`src/rtl/adder_pkg.sv`:
```
// Shared types and defaults for the bit-serial adder slice.
package adder_pkg;

  typedef enum logic [1:0] {
    IDLE = 2'd0,
    RUN  = 2'd1,
    DONE = 2'd2
  } state_t;

  localparam int DEFAULT_WIDTH = 8;

endpackage

```
`src/rtl/fulladder.sv`:
```
// Single-bit combinational full adder cell.
module fulladder (
  input  logic a,
  input  logic b,
  input  logic c_in,
  output logic s,
  output logic c_out
);

  assign s     = a ^ b ^ c_in;
  assign c_out = (a & b) | (c_in & (a ^ b));

endmodule

```
`src/rtl/serial_adder.sv`:
```
// Bit-serial WIDTH-bit adder: feeds one operand bit pair per clock, LSB first,
// through a single full adder and recirculates its carry.
module serial_adder
  import adder_pkg::*;
#(
  parameter int WIDTH = DEFAULT_WIDTH
) (
  input  logic             clk,
  input  logic             rst_n,
  input  logic             start,
  input  logic [WIDTH-1:0] a_in,
  input  logic [WIDTH-1:0] b_in,
  output logic             ready,
  output logic             busy,
  output logic [WIDTH-1:0] sum_out,
  output logic             carry_out,
  output logic             done
);

  localparam int CNT_W = $clog2(WIDTH);
  localparam logic [CNT_W-1:0] LAST = CNT_W'(WIDTH - 1);

  state_t state, state_nxt;

  logic [WIDTH-1:0] a_sh;
  logic [WIDTH-1:0] b_sh;
  logic [WIDTH-1:0] sum_sh;
  logic             carry;
  logic [CNT_W-1:0] cnt;
  logic             fa_s;
  logic             fa_c;

  fulladder u_fa (
    .a     (a_sh[0]),
    .b     (b_sh[0]),
    .c_in  (carry),
    .s     (fa_s),
    .c_out (fa_c)
  );

  always_comb begin
    state_nxt = state;
    unique case (state)
      IDLE:    if (start) state_nxt = RUN;
      RUN:     if (cnt == LAST) state_nxt = DONE;
      DONE:    state_nxt = IDLE;
      default: state_nxt = IDLE;
    endcase
  end

  always_ff @(posedge clk) begin
    if (!rst_n) begin
      state     <= IDLE;
      a_sh      <= '0;
      b_sh      <= '0;
      sum_sh    <= '0;
      carry     <= 1'b0;
      cnt       <= '0;
      sum_out   <= '0;
      carry_out <= 1'b0;
      done      <= 1'b0;
    end else begin
      state <= state_nxt;
      done  <= 1'b0;
      unique case (state)
        IDLE: begin
          if (start) begin
            a_sh  <= a_in;
            b_sh  <= b_in;
            carry <= 1'b0;
            cnt   <= '0;
          end
        end
        RUN: begin
          a_sh   <= {1'b0, a_sh[WIDTH-1:1]};
          b_sh   <= {1'b0, b_sh[WIDTH-1:1]};
          sum_sh <= {fa_s, sum_sh[WIDTH-1:1]};
          carry  <= fa_c;
          cnt    <= cnt + 1'b1;
          // Last bit: publish the completed sum including the bit computed now.
          if (cnt == LAST) begin
            sum_out   <= {fa_s, sum_sh[WIDTH-1:1]};
            carry_out <= fa_c;
            done      <= 1'b1;
          end
        end
        default: ;
      endcase
    end
  end

  assign ready = (state == IDLE);
  assign busy  = (state == RUN);

endmodule

```
`config.mk`:
```
export PLATFORM = sky130hd
export DESIGN_NAME = serial_adder
export DESIGN_NICKNAME = d
export VERILOG_FILES = /design/src/rtl/adder_pkg.sv /design/src/rtl/fulladder.sv /design/src/rtl/serial_adder.sv
export SDC_FILE = /design/constraint.sdc
export NUM_CORES = 1
export LEC_CHECK = 0
export ABC_AREA = 1
export CORE_MARGIN = 1
export CORE_UTILIZATION = 25
export DETAILED_ROUTE_END_ITERATION = 10
export GPL_TIMING_DRIVEN = 0
export PLACE_DENSITY = 0.5
export SLEW_MARGIN = 20
export SYNTH_ARGS = -nofsm -noshare
export SYNTH_HDL_FRONTEND = slang
export SYNTH_HIERARCHICAL = 1
export SYNTH_SLANG_ARGS = --single-unit
```
`constraint.sdc`:
```
create_clock -name clk -period 1.33 [get_ports clk]
set_clock_uncertainty 0.05 [all_clocks]
set_input_delay 0.399 -clock clk [delete_from_list [all_inputs] [get_ports clk]]
set_output_delay 0.399 -clock clk [all_outputs]
set_load 0.03 [all_outputs]
```
==> metrics <==
status finished, violations left; failing checks negative setup slack; clk buf depth 2; placed inst area 0.002107 mm^2; Pins Over Slew Limit 0; r2r setup slk -0.02 ns; area of the die 0.007166 mm^2; n_diodes 0; Worst Tran Pin Value 0.3549 ns; Critical Path RT 0.88 ns; ANT nets after route 0; Reg clk slew, reported paths 0.07 ns; dpl ws -0.6043 ns; Synth Warn # 6; HP Class reg -> reg; CP Cell Sequence inv_4 > nand2_4 > clkinv_4 > buf_6; layout cells sized above 1 25.58%; DIE HEIGHT 84.66 um; total vias in the final route 1583; TritonCTS clock tree yes; I/O pin count 31; CORE AREA 0.006459 mm^2; largest net degree at the start of global routing 12; Hold Buf Count CTS 0; CTS Sinks 39; Post-DP HPWL 2528 um; first-pass GRT wire length 6858 um; final WL 4048 um; sequential area share after synthesis 45.71%; slowest CP cell dfxtp_4; worst stage delay on the critical path 0.39 ns; final hold vios 0; Slew HR 76.30%; root buf cell clkbuf_8; vias per inst 4.188; num rows 29; unrepaired setup endpoints after global routing yes; Tot GR Track Use 12.18%; Setup Viol. Count Final 3; Die W 84.66 um; Detailed Routing Iterations Pass 1 6; DP Cell Count 351; most common cell after layout, fill and taps aside nand2_1; initial DRC count 40; max-capacitance violation count 0; initial core utilization 26.44%; vias in the first global route 1468; f_max 0.7030 GHz; Layout Utilization 38.05%; Clk Latency, worst-skew pair 0.29 ns; Critical Path Start Type flop; pwr/cell area 996.4 mW/mm^2; crit path max fanout 3; total CTS buffers 5; most frequent cells in the layout 67 x nand2_1, 37 x inv_1, 35 x dfxtp_1; mapped cell area 0.001708 mm^2; fin crit period 1.422 ns; VDD IR max 0.0004825 V; register bit total from synthesis 39; gpl congestion 0.7090; fin nets 322; DRC viols 0; period utilization 106.9%; post-synthesis cell type count 18; final worst slack -0.09238 ns; P&R area growth vs syn 43.88%; Mapped Avg Cell Area 7.000 um^2; routed length per instance 10.71 um; remaining global-route overflow 0; port bufs 30; LEAKAGE 1.178 nW; Clock H-tree levels 2; syn_nets 266; Mapped Cells 244; initial antenna violation count 0; CP Capture Type output pin; Setup Crit Path Kind reg -> out; CP arrival 0.97 ns; Final Cell Area 0.002457 mm^2; Non-Filler Instances 378
[per-layer routing]
| layer | share of wire (%) | wire [um] | up-vias | global-route usage [%] |
|---|---|---|---|---|
| met5 | 0 | 0 | - | 0 |
| met4 | 2.2 | 90 | 0 | 5.393 |
| met3 | 3.8 | 155 | 10 | 3.245 |
| met2 | 43 | 1736 | 31 | 18.18 |
| met1 | 51 | 2066 | 695 | 16.47 |
| li1 | - | - | 847 | - |
[synthesized netlist by cell type]
library cell  instances  area [um^2]
nand2_1              69        259.0
dfxtp_1              39        780.8
inv_1                39        146.4
nor2_1               33        123.9
a21oi_1              22        110.1
o21ai_0              15        75.07
nand3_1               7        35.03
buf_6                 4        45.04
clkbuf_1              4        15.01
buf_4                 2        15.01
ha_1                  2        25.02
inv_2                 2        7.510
fa_1                  1        20.02
nand2_2               1        6.260
nand2_4               1        11.26
nor2_4                1        11.26
nor3_1                1        5.000
o21ai_4               1        16.27
[cell families (layout without fill, tap and decap cells)]
logic type                 count (synthesis)  in the layout  share of synthesized area, %
AOI/OAI and AO/OA                         38             38                         11.80
adders and majority gates                  3              3                         2.637
DFF                                       39             39                         45.71
buffers and inverters                     51            108                         13.41
and+or+nand+nor                          113            113                         26.45
[critical path, delay by kind of cell, from the launching register on]
| kind | cells | cell delay (ns) |
|---|---|---|
| buf+inv | 3 | 0.23 |
| flops | 1 | 0.39 |
| simple gates | 1 | 0.07 |
[power by group]
group | internal, mW | leakage, nW | switching [mW] | total [mW]
Combinational | 0.202 | 0.813 | 0.216 | 0.418
Sequential | 1.23 | 0.322 | 0.0337 | 1.27
Clock | 0.368 | 0.0422 | 0.397 | 0.765
Total | 1.80 | 1.18 | 0.647 | 2.45
[sequential cells by signal (all words and copies together), names as in the netlist]
| signal | flops |
|---|---|
| cnt | 3 |
| sum_out | 8 |
| done | 1 |
| carry_out | 1 |
| sum_sh | 7 |
| b_sh | 8 |
| a_sh | 8 |
| carry | 1 |
| state | 2 |
[area by class of cell]
type	count	area [um^2]
Sequential cell	39	790.8
Clock buffer	7	76.32
Timing Repair Buffer	49	430.4
Multi-Input combinational cell	154	805.8
Inverter	41	171.4
Buffer	9	73.82
Fill cell	684	4001
Timing Repair inverter	1	7.507
Clock inverter	1	5.005
Tap cell	77	96.34
[final timing paths]
path,startpoint,to,cells past startpoint
max,state[1]$_SDFFE_PN0P_,busy,4
min,b_sh[7]$_SDFFE_PN0P_,b_sh[7]$_SDFFE_PN0P_,2
max reg2reg,cnt[0]$_SDFFE_PN0P_,sum_out[0]$_SDFFE_PN0P_,7
min reg2reg,b_sh[7]$_SDFFE_PN0P_,b_sh[7]$_SDFFE_PN0P_,2
[per-stage QoR]
| stage | power [mW] | TNS [ns] | hold WS [ns] |
|---|---|---|---|
| after CTS | 2.461 | -0.2825 | 0.4168 |
| after global routing | 2.625 | -0.7340 | 0.4358 |
| after detailed placement | 1.649 | -15.60 | 0.4062 |
| after global placement | 1.646 | -15.86 | 0.3994 |
| final | 2.449 | -0.1579 | 0.4125 |
| after floorplan | 1.522 | 0 | 0.3852 |
[what timing repair did]
item | 4_1_cts | 5_1_grt
resized for setup | 99 | 30
setup endpoints to repair | 47 | 39
pin swaps | 6 | 10
setup buffers | 10 | 7
gates cloned | 1 | 2
Power figures use the tool's default switching activity.
